**src/rtl/audio_pkg.sv**
```systemverilog
// Shared types and default parameters for the multi-channel audio address sequencer.
package audio_pkg;

  localparam int unsigned AUDIO_DIV_DEFAULT    = 91;
  localparam int unsigned AUDIO_ADDR_W_DEFAULT = 17;

  typedef enum logic {WAIT, RUN} audio_state_t;

endpackage

```
**src/rtl/audio_chan.sv**
```systemverilog
// One playback channel: latches base/len/mode on start and steps a read address
// on each qualified tick.
// Ports: clk, reset (sync, active-high); tick_en = sample tick with data_over;
//        start/stop pulses; loop/base/len are sampled on start;
//        addr = current read address, busy = playing, done = one-shot finished pulse.
module audio_chan
  import audio_pkg::*;
#(
  parameter int unsigned ADDR_W = AUDIO_ADDR_W_DEFAULT
) (
  input  logic              clk,
  input  logic              reset,
  input  logic              tick_en,
  input  logic              start,
  input  logic              stop,
  input  logic              loop,
  input  logic [ADDR_W-1:0] base,
  input  logic [ADDR_W-1:0] len,
  output logic [ADDR_W-1:0] addr,
  output logic              busy,
  output logic              done
);

  logic [ADDR_W-1:0] base_q;
  logic [ADDR_W-1:0] len_q;
  logic [ADDR_W-1:0] off_q;
  logic              loop_q;
  logic              last;

  // Offset is tracked separately so the address may wrap through 2^ADDR_W.
  assign last = (off_q == len_q - ADDR_W'(1));

  // Priority: start (with non-zero length) > stop > advance.
  always_ff @(posedge clk) begin
    if (reset) begin
      base_q <= '0;
      len_q  <= '0;
      off_q  <= '0;
      loop_q <= 1'b0;
      addr   <= '0;
      busy   <= 1'b0;
      done   <= 1'b0;
    end else begin
      done <= 1'b0;
      if (start && (len != '0)) begin
        base_q <= base;
        len_q  <= len;
        loop_q <= loop;
        off_q  <= '0;
        addr   <= base;
        busy   <= 1'b1;
      end else if (stop) begin
        off_q <= '0;
        addr  <= base_q;
        busy  <= 1'b0;
      end else if (tick_en && busy) begin
        if (last) begin
          off_q <= '0;
          addr  <= base_q;
          if (!loop_q) begin
            busy <= 1'b0;
            done <= 1'b1;
          end
        end else begin
          off_q <= off_q + ADDR_W'(1);
          addr  <= addr + ADDR_W'(1);
        end
      end
    end
  end

endmodule

```
**src/rtl/audio_addr_seq.sv**
```systemverilog
// Multi-channel sample-ROM address sequencer: waits for codec init, then divides
// Clk into a sample tick and advances NUM_CH independent read addresses.
// Ports: Clk, Reset (sync, active-high); INIT_FINISH codec ready; data_over codec
//        took last sample; INIT codec init request (constant 1);
//        ch_start/ch_stop/ch_loop/ch_base/ch_len per-channel controls;
//        Add per-channel addresses; ch_busy, ch_done status; sample_tick pulse.
module audio_addr_seq
  import audio_pkg::*;
#(
  parameter int unsigned ADDR_W = AUDIO_ADDR_W_DEFAULT,
  parameter int unsigned DIV    = AUDIO_DIV_DEFAULT,
  parameter int unsigned CNT_W  = 16,
  parameter int unsigned NUM_CH = 2
) (
  input  logic                     Clk,
  input  logic                     Reset,
  input  logic                     INIT_FINISH,
  input  logic                     data_over,
  output logic                     INIT,
  input  logic [NUM_CH-1:0]        ch_start,
  input  logic [NUM_CH-1:0]        ch_stop,
  input  logic [NUM_CH-1:0]        ch_loop,
  input  logic [NUM_CH*ADDR_W-1:0] ch_base,
  input  logic [NUM_CH*ADDR_W-1:0] ch_len,
  output logic [NUM_CH*ADDR_W-1:0] Add,
  output logic [NUM_CH-1:0]        ch_busy,
  output logic [NUM_CH-1:0]        ch_done,
  output logic                     sample_tick
);

  localparam logic [CNT_W-1:0] DIV_LAST = CNT_W'(DIV - 1);

  audio_state_t     state;
  audio_state_t     state_nxt;
  logic [CNT_W-1:0] div_q;
  logic [CNT_W-1:0] div_nxt;
  logic             tick_nxt;
  logic             run;

  assign run = (state == RUN);

  // State, divider and tick registers.
  always_ff @(posedge Clk) begin
    if (Reset) begin
      state       <= WAIT;
      div_q       <= '0;
      sample_tick <= 1'b0;
    end else begin
      state       <= state_nxt;
      div_q       <= div_nxt;
      sample_tick <= tick_nxt;
    end
  end

  // Next state and divider; the tick is registered alongside div == DIV-1.
  always_comb begin
    state_nxt = state;
    div_nxt   = '0;
    tick_nxt  = 1'b0;
    INIT      = 1'b1;
    case (state)
      WAIT: begin
        if (INIT_FINISH) state_nxt = RUN;
      end
      RUN: begin
        div_nxt  = (div_q == DIV_LAST) ? '0 : div_q + CNT_W'(1);
        tick_nxt = (div_nxt == DIV_LAST);
      end
    endcase
  end

  // Per-channel sequencers; start/stop are only honoured in RUN.
  for (genvar i = 0; i < NUM_CH; i++) begin : g_ch
    audio_chan #(.ADDR_W(ADDR_W)) u_chan (
      .clk     (Clk),
      .reset   (Reset),
      .tick_en (sample_tick & data_over),
      .start   (ch_start[i] & run),
      .stop    (ch_stop[i] & run),
      .loop    (ch_loop[i]),
      .base    (ch_base[i*ADDR_W +: ADDR_W]),
      .len     (ch_len[i*ADDR_W +: ADDR_W]),
      .addr    (Add[i*ADDR_W +: ADDR_W]),
      .busy    (ch_busy[i]),
      .done    (ch_done[i])
    );
  end

endmodule

```
**config.mk**
```make
export PLATFORM = sky130hd
export DESIGN_NAME = audio_addr_seq
export DESIGN_NICKNAME = d
export VERILOG_FILES = /design/src/rtl/audio_pkg.sv /design/src/rtl/audio_chan.sv /design/src/rtl/audio_addr_seq.sv
export SDC_FILE = /design/constraint.sdc
export NUM_CORES = 1
export LEC_CHECK = 0
export BUFFER_PORTS_ARGS = -buffer_cell sky130_fd_sc_hd__buf_2
export CAP_MARGIN = 20
export CELL_PAD_IN_SITES_DETAIL_PLACEMENT = 1
export CELL_PAD_IN_SITES_GLOBAL_PLACEMENT = 2
export CORE_MARGIN = 5
export CORE_UTILIZATION = 34
export CTS_CLUSTER_DIAMETER = 80
export DETAILED_ROUTE_END_ITERATION = 16
export PLACE_DENSITY_LB_ADDON = 0.1
export SLEW_MARGIN = 40
export SYNTH_ARGS = -nofsm -noshare
export SYNTH_HDL_FRONTEND = slang
export SYNTH_HIERARCHICAL = 1
export SYNTH_SLANG_ARGS = --single-unit
```
**constraint.sdc**
```tcl
create_clock -name Clk -period 3.2 [get_ports Clk]
set_clock_uncertainty 0.05 [all_clocks]
set_input_delay 0.48 -clock Clk [delete_from_list [all_inputs] [get_ports Clk]]
set_output_delay 0.48 -clock Clk [all_outputs]
set_load 0.02 [all_outputs]
```
==> flow_metrics.py <==
metrics = {
    "worst_setup_path": {
        "end_kind": "register",
        "critical_path.cell_chain": "buf_4 -> or4_1 -> or4_1 -> a21oi_1 -> o22a_2 -> a41oi_4 -> buf_4 -> nor2_1 -> a31oi_1 -> a311oi_2",
        "worstSetupEndpoint": "g_ch[1].u_chan/addr[3]",
        "startpoint_type": "register",
        "r2r-end": "g_ch[1].u_chan/addr[3]",
        "worst-r2r-cell-count": 10,
        "worstPathRequired_ps": 3500,
        "rr_startpoint": "g_ch[1].u_chan/len_q[0]",
        "crit_arrival_ps": 3330,
        "critPathSlowestCell": "or4_1",
        "crit_family": "simple AND/OR/NAND/NOR gates",
        "path_max_fanout": 11,
        "worst-path-stages": 10,
        "path_class": "register to register",
        "critPathLaunch": "g_ch[1].u_chan/len_q[0]",
        "max_stage_delay_ps": 580,
        "ff2ff_setup_slack_ps": 170,
        "path_buf_inv": 2,
    },
    "drt": {
        "antenna_left": 0,
        "drt_first_iter_violations": 370,
        "post_drt_wl_per_cell_um": 17.7,
        "route.detailed.drc": 0,
        "dr_total_vias": 8613,
        "via_per_inst": 5.34,
        "drtPass1Iterations": 4,
        "wl_um": 28600,
    },
    "clocking": {
        "cts_tree": "built",
        "cts_hold_buf": 0,
        "cts_root_buf": "clkbuf_16",
        "cts.path.max_buffers": 2,
        "clkLatencyLatePin_ps": 420,
        "ctsResizeCount": 0,
        "postCtsSetupRepairBufs": 0,
        "h-tree-depth": 4,
        "cts.sinks": 160,
        "clkTransAtPathRegs_ps": 80,
        "cts_buffers": 17,
    },
    "floorplan": {
        "coreArea_um2": 26100,
        "die_y_um": 173,
        "start_util": 0.346,
        "die_w_um": 173,
        "io_pins": 118,
        "die_area_um2": 29900,
        "placementRows": 59,
    },
    "finish": {
        "drive_gt1_frac": 0.178,
        "design_area_um2": 10700,
        "final_common_cell": "nand2_1",
        "synthToLayoutAreaGrowth_pct": 18.5,
        "fillers": 3198,
        "final_util": 0.410,
        "final_cells": 1613,
        "antenna_cells": 0,
        "finalNetCount": 1352,
        "final_cell_mix": "212 x nand2_1, 160 x dfxtp_1, 115 x buf_2",
    },
    "power": {
        "p_leak_nw": 3.99,
        "p_per_area_nw_per_um2": 473,
        "peakVddDrop_uv": 310,
    },
    "timing": {
        "rsz0062_at_grt": "false",
        "finalHoldViolations": 0,
        "slew_headroom": 0.610,
        "fmax_mhz": 330,
        "tightest_slew_ps": 585,
        "layout_worst_path_cycle_share": 0.947,
        "period_minus_slack_ps": 3030,
        "maxSlewViolCount": 0,
        "tns_ps": 0,
        "finalSetupViolations": 0,
    },
    "grt": {
        "grt_first_pass_wirelength_um": 47500,
        "grt_use_total": 0.188,
        "overflow": 0,
        "grt_max_degree": 50,
        "grt_pass1_vias": 8889,
        "antenna_found_initial": 1,
    },
    "synthesis": {
        "synth_fp_nets": 1243,
        "synth-edff-count": 0,
        "synthFlopType": "dfxtp_1",
        "syn_area_per_cell_um2": 7.79,
        "syn_inst": 1157,
        "netlist_area_um2": 9010,
        "yosys_warnings": 6,
        "synthArstFlopShare": 0,
        "ys_ff_latch": 160,
        "synth-seq-area-share": 0.355,
        "synth.distinct_cells": 88,
    },
    "placed_design": {
        "gp_congestion": 0.799,
        "portBuffers": 116,
        "dp_cells": 1582,
        "placed_area_um2": 10100,
        "hpwlAfterDp_um": 21400,
    },
    "status": {
        "outcome": "finished, final reports clean",
    },
    "job": {
        "drv_cap": 0,
    },
    "min_path": {
        "hp-class": "input pin to register",
    },
}
[state kept, by name (all words and copies together) (netlist names)]
name	cells
run	1
g_ch.u_chan/done	2
g_ch.u_chan/len_q	34
sample_tick	1
div_q	16
g_ch.u_chan/addr	34
g_ch.u_chan/busy	2
g_ch.u_chan/off_q	34
g_ch.u_chan/loop_q	2
g_ch.u_chan/base_q	34
[Yosys cell counts, drive strengths merged (6+ instances only)]
cell type	count	area (µm²)
nand2	212	796
dfxtp	160	3200
a21oi	112	564
nor2	100	378
xnor2	55	482
xor2	47	412
clkbuf	45	169
o21ai	38	194
nand3	35	175
nand4	33	213
buf	25	168
inv	24	90.1
nor3	24	130
nor4	20	176
and3	16	101
or3	15	93.8
a31oi	13	81.3
and2	11	68.8
or4	11	87.6
and4	10	90.1
mux2i	9	90.1
ha	8	100
nand2b	8	50.1
o221ai	8	70.1
o22ai	8	56.3
a21o	7	53.8
a311oi	7	67.6
a21boi	6	45.0
a41oi	6	71.3
o311a	6	60.1
o31ai	6	45.0
[kinds of logic (layout without fill, tap and decap cells)]
logic type	after synthesis	after routing	share of synthesized area
AND/OR/NAND/NOR	525	525	0.289
flip-flops	160	160	0.355
buffers and inverters	94	215	0.0473
multiplexers	12	12	0.0137
AO/OA/AOI/OAI	255	255	0.184
other	1	1	0.000416
XOR/XNOR	102	102	0.0991
adder cells (fa/ha/maj)	8	8	0.0111
[per-layer routing]
layer	up-vias	track usage	share of wire	wire, µm
met5	-	0	0	0
met2	127	0.319	0.48	13600
met4	0	0.0301	0.0035	101
met1	4169	0.256	0.49	14100
met3	6	0.0328	0.028	788
li1	4311	-	-	-
[final cells by class]
cell class                      instances  area, µm²  share of cell area
Clock inverter                         11        158              0.0148
Clock buffer                           20        447              0.0418
Timing Repair Buffer                  160        951              0.0890
Tap cell                              335        419              0.0392
Sequential cell                       160       3200               0.300
Multi-Input combinational cell        903       5410               0.507
Inverter                               24       90.1             0.00843
[how the worst min path moves through the flow]
stage	from	endpoint	slack, ps	cells after the start
4_1_cts	ch_len[6]	g_ch[0].u_chan/len_q[6]	230	3
6_report	ch_len[6]	g_ch[0].u_chan/len_q[6]	250	3
5_1_grt	ch_len[13]	g_ch[0].u_chan/len_q[13]	240	3
3_3_place_gp	g_ch[1].u_chan/base_q[6]	g_ch[1].u_chan/base_q[6]	390	2
3_5_place_dp	g_ch[1].u_chan/base_q[11]	g_ch[1].u_chan/base_q[11]	400	2
2_1_floorplan	g_ch[1].u_chan/base_q[11]	g_ch[1].u_chan/base_q[11]	380	2
[metrics by stage]
step,hold slack (ps),worst slack [ps],power [mW]
floorplan,383,308,2.67
global placement,394,261,2.94
detailed placement,398,189,2.95
CTS,232,176,5.11
global route,243,6.44,5.27
finish,250,169,5.05
[worst min-delay path, delay by kind of cell]
kind	cells	cell delay (ps)
compound gates	1	50
buf+inv	1	100
simple gates	1	50
[power by group]
part	internal [mW]	switching [mW]
Combinational	0.300	0.444
Clock	1.26	0.888
Sequential	2.06	0.0953
Note: power is estimated with default switching activity, not from simulation.
